==> config.mk <==
export PLATFORM = sky130hd
export DESIGN_NAME = mem_port_arbiter_flat
export DESIGN_NICKNAME = d
export VERILOG_FILES = /design/src/rtl/mem_port_arbiter_if.sv /design/src/rtl/mem_port_arbiter.sv /design/src/flat_wrapper.sv
export SDC_FILE = /design/constraint.sdc
export NUM_CORES = 1
export LEC_CHECK = 0
export ABC_CLOCK_PERIOD_IN_PS = 3800
export CELL_PAD_IN_SITES_DETAIL_PLACEMENT = 1
export CELL_PAD_IN_SITES_GLOBAL_PLACEMENT = 1
export CORE_MARGIN = 8
export CORE_UTILIZATION = 35
export CTS_BUF_LIST = sky130_fd_sc_hd__clkbuf_4 sky130_fd_sc_hd__clkbuf_8 sky130_fd_sc_hd__clkbuf_16
export DETAILED_ROUTE_END_ITERATION = 8
export PLACE_DENSITY = 0.84
export SETUP_SLACK_MARGIN = 0.3
export SKIP_LAST_GASP = 1
export SLEW_MARGIN = 40
export SYNTH_ARGS = -nofsm -noshare
export SYNTH_HDL_FRONTEND = slang
export SYNTH_SLANG_ARGS = --single-unit
==> constraint.sdc <==
create_clock -name clk -period 3.8 [get_ports clk]
set_clock_uncertainty 0.1 [all_clocks]
set_input_delay 0.38 -clock clk [delete_from_list [all_inputs] [get_ports clk]]
set_output_delay 0.38 -clock clk [all_outputs]
set_load 0.02 [all_outputs]
==> src/rtl/mem_port_arbiter_if.sv <==
// Bundle between the pipeline stages, the shared-port arbiter and the unified
// memory. The arbiter uses the slave view; the stage/memory side uses master.
interface mem_port_arbiter_if;
  logic        if_req;
  logic [31:0] if_addr;
  logic [31:0] if_rdata;
  logic        if_valid;

  logic        dm_req;
  logic        dm_we;
  logic [31:0] dm_addr;
  logic [31:0] dm_wdata;
  logic [31:0] dm_rdata;
  logic        dm_valid;

  logic        mem_en;
  logic        mem_we;
  logic [31:0] mem_addr;
  logic [31:0] mem_wdata;
  logic [31:0] mem_rdata;

  logic        stall_if;
  logic        stall_mem;

  modport slave (
    input  if_req, if_addr, dm_req, dm_we, dm_addr, dm_wdata, mem_rdata,
    output if_rdata, if_valid, dm_rdata, dm_valid,
    output mem_en, mem_we, mem_addr, mem_wdata,
    output stall_if, stall_mem
  );

  modport master (
    output if_req, if_addr, dm_req, dm_we, dm_addr, dm_wdata, mem_rdata,
    input  if_rdata, if_valid, dm_rdata, dm_valid,
    input  mem_en, mem_we, mem_addr, mem_wdata,
    input  stall_if, stall_mem
  );
endinterface

==> src/rtl/mem_port_arbiter.sv <==
// Shared memory-port arbiter: serializes IF fetches and MEM loads/stores onto
// one fixed-latency memory, returns read data to the owner and drives the
// pipeline stall signals while a requester waits.
//
// state | meaning
// ------+----------------------------------------------------------------
// IDLE  | no transaction; DM wins over IF, chosen access is registered out
// ISSUE | mem_en high for exactly this cycle; latency counter loaded
// WAIT  | counting memory latency down; rdata captured when cnt reaches 0
// RESP  | owner's valid pulse; nothing issues so req can drop on this edge
module mem_port_arbiter #(
  parameter int unsigned MEM_LAT = 1
) (
  input  logic              clk,
  input  logic              rst_n,
  mem_port_arbiter_if.slave bus
);

  typedef enum logic [1:0] {
    S_IDLE  = 2'd0,
    S_ISSUE = 2'd1,
    S_WAIT  = 2'd2,
    S_RESP  = 2'd3
  } state_t;

  // Counter is loaded with MEM_LAT-1 so capture lands MEM_LAT edges after
  // the edge that samples mem_en.
  localparam logic [3:0] LAT_M1 = 4'(MEM_LAT - 1);

  state_t      r_state;
  state_t      w_state_nxt;

  logic        r_owner_dm;
  logic        r_is_store;
  logic [3:0]  r_cnt;
  logic        r_mem_en;
  logic        r_mem_we;
  logic [31:0] r_mem_addr;
  logic [31:0] r_mem_wdata;
  logic [31:0] r_if_rdata;
  logic [31:0] r_dm_rdata;
  logic        r_if_valid;
  logic        r_dm_valid;

  logic        w_issue_dm;
  logic        w_issue_if;
  logic        w_capture;
  logic        w_owner_dm_nxt;
  logic        w_is_store_nxt;
  logic [3:0]  w_cnt_nxt;
  logic        w_mem_en_nxt;
  logic        w_mem_we_nxt;
  logic [31:0] w_mem_addr_nxt;
  logic [31:0] w_mem_wdata_nxt;
  logic [31:0] w_if_rdata_nxt;
  logic [31:0] w_dm_rdata_nxt;
  logic        w_if_valid_nxt;
  logic        w_dm_valid_nxt;
  logic        w_stall_mem;

  // State register; reset abandons any in-flight transaction.
  always_ff @(posedge clk or negedge rst_n) begin
    if (!rst_n) begin
      r_state <= S_IDLE;
    end else begin
      r_state <= w_state_nxt;
    end
  end

  // Next-state logic.
  always_comb begin
    w_state_nxt = r_state;
    case (r_state)
      S_IDLE:  if (bus.dm_req || bus.if_req) w_state_nxt = S_ISSUE;
      S_ISSUE: w_state_nxt = S_WAIT;
      S_WAIT:  if (r_cnt == 4'd0) w_state_nxt = S_RESP;
      S_RESP:  w_state_nxt = S_IDLE;
      default: w_state_nxt = S_IDLE;
    endcase
  end

  // Output/datapath next values. The memory strobe is registered on the
  // IDLE->ISSUE edge so it is high exactly during ISSUE.
  always_comb begin
    w_issue_dm      = (r_state == S_IDLE) && bus.dm_req;
    w_issue_if      = (r_state == S_IDLE) && !bus.dm_req && bus.if_req;
    w_capture       = (r_state == S_WAIT) && (r_cnt == 4'd0);

    w_owner_dm_nxt  = r_owner_dm;
    w_is_store_nxt  = r_is_store;
    w_cnt_nxt       = r_cnt;
    w_mem_en_nxt    = w_issue_dm || w_issue_if;
    w_mem_we_nxt    = w_issue_dm && bus.dm_we;
    w_mem_addr_nxt  = r_mem_addr;
    w_mem_wdata_nxt = r_mem_wdata;
    w_if_rdata_nxt  = r_if_rdata;
    w_dm_rdata_nxt  = r_dm_rdata;
    w_if_valid_nxt  = w_capture && !r_owner_dm;
    w_dm_valid_nxt  = w_capture && r_owner_dm;

    if (w_issue_dm) begin
      w_owner_dm_nxt  = 1'b1;
      w_is_store_nxt  = bus.dm_we;
      w_mem_addr_nxt  = bus.dm_addr;
      w_mem_wdata_nxt = bus.dm_wdata;
    end else if (w_issue_if) begin
      w_owner_dm_nxt  = 1'b0;
      w_is_store_nxt  = 1'b0;
      w_mem_addr_nxt  = bus.if_addr;
    end

    if (r_state == S_ISSUE) begin
      w_cnt_nxt = LAT_M1;
    end else if ((r_state == S_WAIT) && (r_cnt != 4'd0)) begin
      w_cnt_nxt = r_cnt - 4'd1;
    end

    // A store completes with dm_valid but leaves dm_rdata untouched.
    if (w_capture) begin
      if (!r_owner_dm) begin
        w_if_rdata_nxt = bus.mem_rdata;
      end else if (!r_is_store) begin
        w_dm_rdata_nxt = bus.mem_rdata;
      end
    end
  end

  // Datapath and registered outputs.
  always_ff @(posedge clk or negedge rst_n) begin
    if (!rst_n) begin
      r_owner_dm  <= 1'b0;
      r_is_store  <= 1'b0;
      r_cnt       <= 4'd0;
      r_mem_en    <= 1'b0;
      r_mem_we    <= 1'b0;
      r_mem_addr  <= 32'd0;
      r_mem_wdata <= 32'd0;
      r_if_rdata  <= 32'd0;
      r_dm_rdata  <= 32'd0;
      r_if_valid  <= 1'b0;
      r_dm_valid  <= 1'b0;
    end else begin
      r_owner_dm  <= w_owner_dm_nxt;
      r_is_store  <= w_is_store_nxt;
      r_cnt       <= w_cnt_nxt;
      r_mem_en    <= w_mem_en_nxt;
      r_mem_we    <= w_mem_we_nxt;
      r_mem_addr  <= w_mem_addr_nxt;
      r_mem_wdata <= w_mem_wdata_nxt;
      r_if_rdata  <= w_if_rdata_nxt;
      r_dm_rdata  <= w_dm_rdata_nxt;
      r_if_valid  <= w_if_valid_nxt;
      r_dm_valid  <= w_dm_valid_nxt;
    end
  end

  // Stalls are combinational so a stage freezes in the same cycle it asks,
  // and releases in the cycle its valid pulse arrives.
  assign w_stall_mem   = bus.dm_req && !r_dm_valid;
  assign bus.stall_mem = w_stall_mem;
  assign bus.stall_if  = (bus.if_req && !r_if_valid) || w_stall_mem;

  assign bus.mem_en    = r_mem_en;
  assign bus.mem_we    = r_mem_we;
  assign bus.mem_addr  = r_mem_addr;
  assign bus.mem_wdata = r_mem_wdata;
  assign bus.if_rdata  = r_if_rdata;
  assign bus.if_valid  = r_if_valid;
  assign bus.dm_rdata  = r_dm_rdata;
  assign bus.dm_valid  = r_dm_valid;

endmodule

==> src/flat_wrapper.sv <==
// flat-port wrapper written by rule: the top's interface ports become plain ports
module mem_port_arbiter_flat 
#(
  parameter int unsigned MEM_LAT = 1
)
  (clk, rst_n, bus_if_req, bus_if_addr, bus_dm_req, bus_dm_we, bus_dm_addr, bus_dm_wdata, bus_mem_rdata, bus_if_rdata, bus_if_valid, bus_dm_rdata, bus_dm_valid, bus_mem_en, bus_mem_we, bus_mem_addr, bus_mem_wdata, bus_stall_if, bus_stall_mem);
  mem_port_arbiter_if bus_i ();
  input  logic clk;
  input  logic rst_n;
  input wire logic [$bits(bus_i.if_req)-1:0] bus_if_req;
  input wire logic [$bits(bus_i.if_addr)-1:0] bus_if_addr;
  input wire logic [$bits(bus_i.dm_req)-1:0] bus_dm_req;
  input wire logic [$bits(bus_i.dm_we)-1:0] bus_dm_we;
  input wire logic [$bits(bus_i.dm_addr)-1:0] bus_dm_addr;
  input wire logic [$bits(bus_i.dm_wdata)-1:0] bus_dm_wdata;
  input wire logic [$bits(bus_i.mem_rdata)-1:0] bus_mem_rdata;
  output wire logic [$bits(bus_i.if_rdata)-1:0] bus_if_rdata;
  output wire logic [$bits(bus_i.if_valid)-1:0] bus_if_valid;
  output wire logic [$bits(bus_i.dm_rdata)-1:0] bus_dm_rdata;
  output wire logic [$bits(bus_i.dm_valid)-1:0] bus_dm_valid;
  output wire logic [$bits(bus_i.mem_en)-1:0] bus_mem_en;
  output wire logic [$bits(bus_i.mem_we)-1:0] bus_mem_we;
  output wire logic [$bits(bus_i.mem_addr)-1:0] bus_mem_addr;
  output wire logic [$bits(bus_i.mem_wdata)-1:0] bus_mem_wdata;
  output wire logic [$bits(bus_i.stall_if)-1:0] bus_stall_if;
  output wire logic [$bits(bus_i.stall_mem)-1:0] bus_stall_mem;
  assign bus_i.if_req = bus_if_req;
  assign bus_i.if_addr = bus_if_addr;
  assign bus_i.dm_req = bus_dm_req;
  assign bus_i.dm_we = bus_dm_we;
  assign bus_i.dm_addr = bus_dm_addr;
  assign bus_i.dm_wdata = bus_dm_wdata;
  assign bus_i.mem_rdata = bus_mem_rdata;
  assign bus_if_rdata = bus_i.if_rdata;
  assign bus_if_valid = bus_i.if_valid;
  assign bus_dm_rdata = bus_i.dm_rdata;
  assign bus_dm_valid = bus_i.dm_valid;
  assign bus_mem_en = bus_i.mem_en;
  assign bus_mem_we = bus_i.mem_we;
  assign bus_mem_addr = bus_i.mem_addr;
  assign bus_mem_wdata = bus_i.mem_wdata;
  assign bus_stall_if = bus_i.stall_if;
  assign bus_stall_mem = bus_i.stall_mem;
  mem_port_arbiter #(.MEM_LAT(MEM_LAT)) u_core (.clk(clk), .rst_n(rst_n), .bus(bus_i));
endmodule
==> impl_metrics.yaml <==
grt:
  antenna_found_initial: 0
  track_usage_pct: 18.76
  grt_max_degree: 72
  grt_pass1_vias: 5135
  grt_pass1_wl_um: 29520
  gr-total-overflow: 0
sta:
  fin_tns_setup_ps: 0
  drv_slew: 0
  period_share_pct: 65.29
  min_period_ps: 2481
  rsz0062_at_grt: "false"
  setup_violations: 0
  fmax_mhz: 403.1
  relSlewSlack_pct: 55.77
  worst_pin_slew_ps: 663.5
  whs_ps: 386.0
  hold_viol_final: 0
critical_path:
  cp-startpoint: "u_core.r_state[0]$_DFFE_PN0P_"
  ff2ff_setup_slack_ps: 1320
  critPathMaxStageDelay_ps: 490
  cp.arrival_ps: 2670
  crit_slowest_cell: "buf_4"
  crit_path_cell_trace: "inv_1 -> ha_1 -> and4bb_4 -> nor2b_4 -> buf_4 -> mux2_2"
  critPathKind: "reg -> reg"
  crit_path_end_kind: "flop"
  required_ps: 3990
  rr_endpoint: "u_core.bus.if_rdata[16]$_DFFE_PN0P_"
  critPathMaxFanout: 33
  worstReg2RegStart: "u_core.r_state[0]$_DFFE_PN0P_"
  cp-start-kind: "flop"
  r2r_cells: 6
place:
  port_buffers: 266
  routabilityCongestion: 0.7697
  dpl.hpwl_um: 14470
  placed_cell_area_um2: 8597
worst_hold_path:
  worstHoldEndpoint: "u_core.r_is_store$_DFFE_PN0P_"
  hold_start: "u_core.r_is_store$_DFFE_PN0P_"
  hold_class: "reg -> reg"
  holdPathStages: 1
drt:
  drt_first_iter_violations: 106
  routed_via_density: 4.850
  num_vias: 4210
  drc: 0
  routed_wl_um: 19140
  ant_nets: 0
  drtPass1Iterations: 4
  wl_per_cell_um: 22.05
flow_run:
  drv_cap: 0
finish:
  postLayoutCellArea_um2: 9246
  syn2layout_area_growth_pct: 59.92
  mostFrequentLayoutCells: "265 x clkdlybuf4s50_1, 140 x dfrtp_1, 64 x a22o_1, 63 x mux2_2, 29 x mux2_4"
  diodes: 0
  drive_gt1_share_pct: 21.14
  final_util_pct: 56.56
  final_common_cell: "clkdlybuf4s50_1"
  nets: 776
clocking:
  cts-root-buf: "clkbuf_16"
  cts_sinks: 140
  postCtsSetupBuffers: 0
  path_clk_slew_ps: 60
  clock_latency_ps: 420
  tritoncts: "yes"
  htreeDepth: 4
  clock_path_buffers: 2
  cts_buffers: 17
floorplanning:
  ios: 267
  die_w_um: 144.5
  start_util_pct: 35.37
  core.rowCount: 47
  coreArea_um2: 16350
  die_area_um2: 20890
  die_h_um: 144.5
synth:
  post_synth_num_cell_types: 31
  synth_area_per_cell_um2: 15.63
  syn_area_um2: 5782
  ys_ff_latch: 140
  synth_fp_nets: 509
  synth-seq-area-share_pct: 60.59
  yosysWarnings: 0
  synthCells: 370
power_and_ir_drop:
  power_density_nw_per_um2: 935.6
  p_total_uw: 8651
  vdd_drop_max_mv: 0.3520
  p_leak_uw: 0.003966
outcome:
  status: "finished clean"
where the power goes:
group | total (uW) | internal, uW | switching [uW]
Sequential | 2660 | 2230 | 435
Combinational | 4170 | 2210 | 1970
Clock | 1820 | 1170 | 651
Total | 8650 | 5600 | 3050
logic make-up after synthesis:
kind of cell | count (synthesis) | share of synthesized area, %
flops | 140 | 60.59
mux | 98 | 20.95
compound gates | 75 | 11.12
buf+inv | 33 | 3.765
simple gates | 18 | 2.272
fa+ha+maj | 6 | 1.298
worst max-delay path by stage:
| stage | endpoint | depth (start not counted) |
|---|---|---|
| 2_1_floorplan | bus_stall_if | 4 |
| 5_1_grt | u_core.bus.if_rdata[17]$_DFFE_PN0P_ | 6 |
| 4_1_cts | u_core.bus.if_rdata[16]$_DFFE_PN0P_ | 6 |
| 3_5_place_dp | u_core.bus.if_rdata[16]$_DFFE_PN0P_ | 6 |
| 3_3_place_gp | u_core.bus.mem_addr[16]$_DFFE_PN0P_ | 5 |
| 6_report | u_core.bus.if_rdata[16]$_DFFE_PN0P_ | 6 |
critical path: cells and delay by family (launching register included):
family                   cells  cell delay (ps)
flip-flops                   1              400
multiplexers                 1              410
AND/OR/NAND/NOR              2              440
adder cells (fa/ha/maj)      1              350
buffers and inverters        2              610
metrics by stage:
step / std cells / worst slack, ps
global route: 868 / 1216
detailed placement: 837 / 1320
CTS: 868 / 1315
floorplan: 370 / 1858
global placement: 837 / 1428
finish: 868 / 1319
metal layers:
layer	up-vias	GRT usage (%)	wire (um)
li1	1888	-	-
met3	28	8.055	1794
met1	2091	20.01	7279
met4	0	6.462	409
met2	203	32.60	9658
met5	-	0	0
sequential cells by signal, summed over array words and instances, names as in the netlist:
signal,flops
u_core.bus.dm_rdata,32
u_core.bus.dm_valid,1
u_core.bus.if_rdata,32
u_core.bus.if_valid,1
u_core.bus.mem_addr,32
u_core.bus.mem_en,1
u_core.bus.mem_wdata,32
u_core.bus.mem_we,1
u_core.r_cnt,4
u_core.r_is_store,1
u_core.r_owner_dm,1
u_core.r_state,2
synth_stat cells:
cell type  number  area share [%]
buf_6           5            0.97
dfrtp_1       140              61
mux2_1          5            0.97
o32a_1          1            0.17
a311oi_1        1            0.15
ha_1            6             1.3
mux2_2         63              12
a21o_1          2            0.26
o21ai_2         1            0.15
a21oi_1         3            0.26
a211oi_1        1            0.13
nor2_1          3            0.19
nor3b_1         1            0.13
nor4b_1         1            0.15
and3_1          1            0.11
clkbuf_1       12            0.78
a211o_1         1            0.15
nor2b_1         2            0.22
a31o_2          1            0.15
or3b_1          1            0.15
buf_12          3             1.0
buf_2           6            0.52
a22o_1         64             9.7
mux2i_1         1            0.17
and4bb_4        1            0.28
nor2b_4         1            0.24
mux2_4         29             7.5
inv_1           7            0.45
nand3b_4        1            0.35
and2_2          1            0.13
nand2_1         5            0.32
repair_timing:
| action | 4_1_cts | 5_1_grt |
|---|---|---|
| hold buffers | 1 | 0 |
| resized for setup | 0 | 0 |
| endpoints found under the hold margin | 69 | 0 |
cell type report:
cell class | instances | area (um2)
fill | 1632 | 7102
sequential | 140 | 3503
timing repair buffer | 274 | 2739
multi-input combinational | 197 | 2063
clock buffer | 17 | 425.4
tap | 220 | 275.3
clock inverter | 13 | 214.0
inverter | 7 | 26.28
Note: power is estimated with default switching activity, not from simulation.
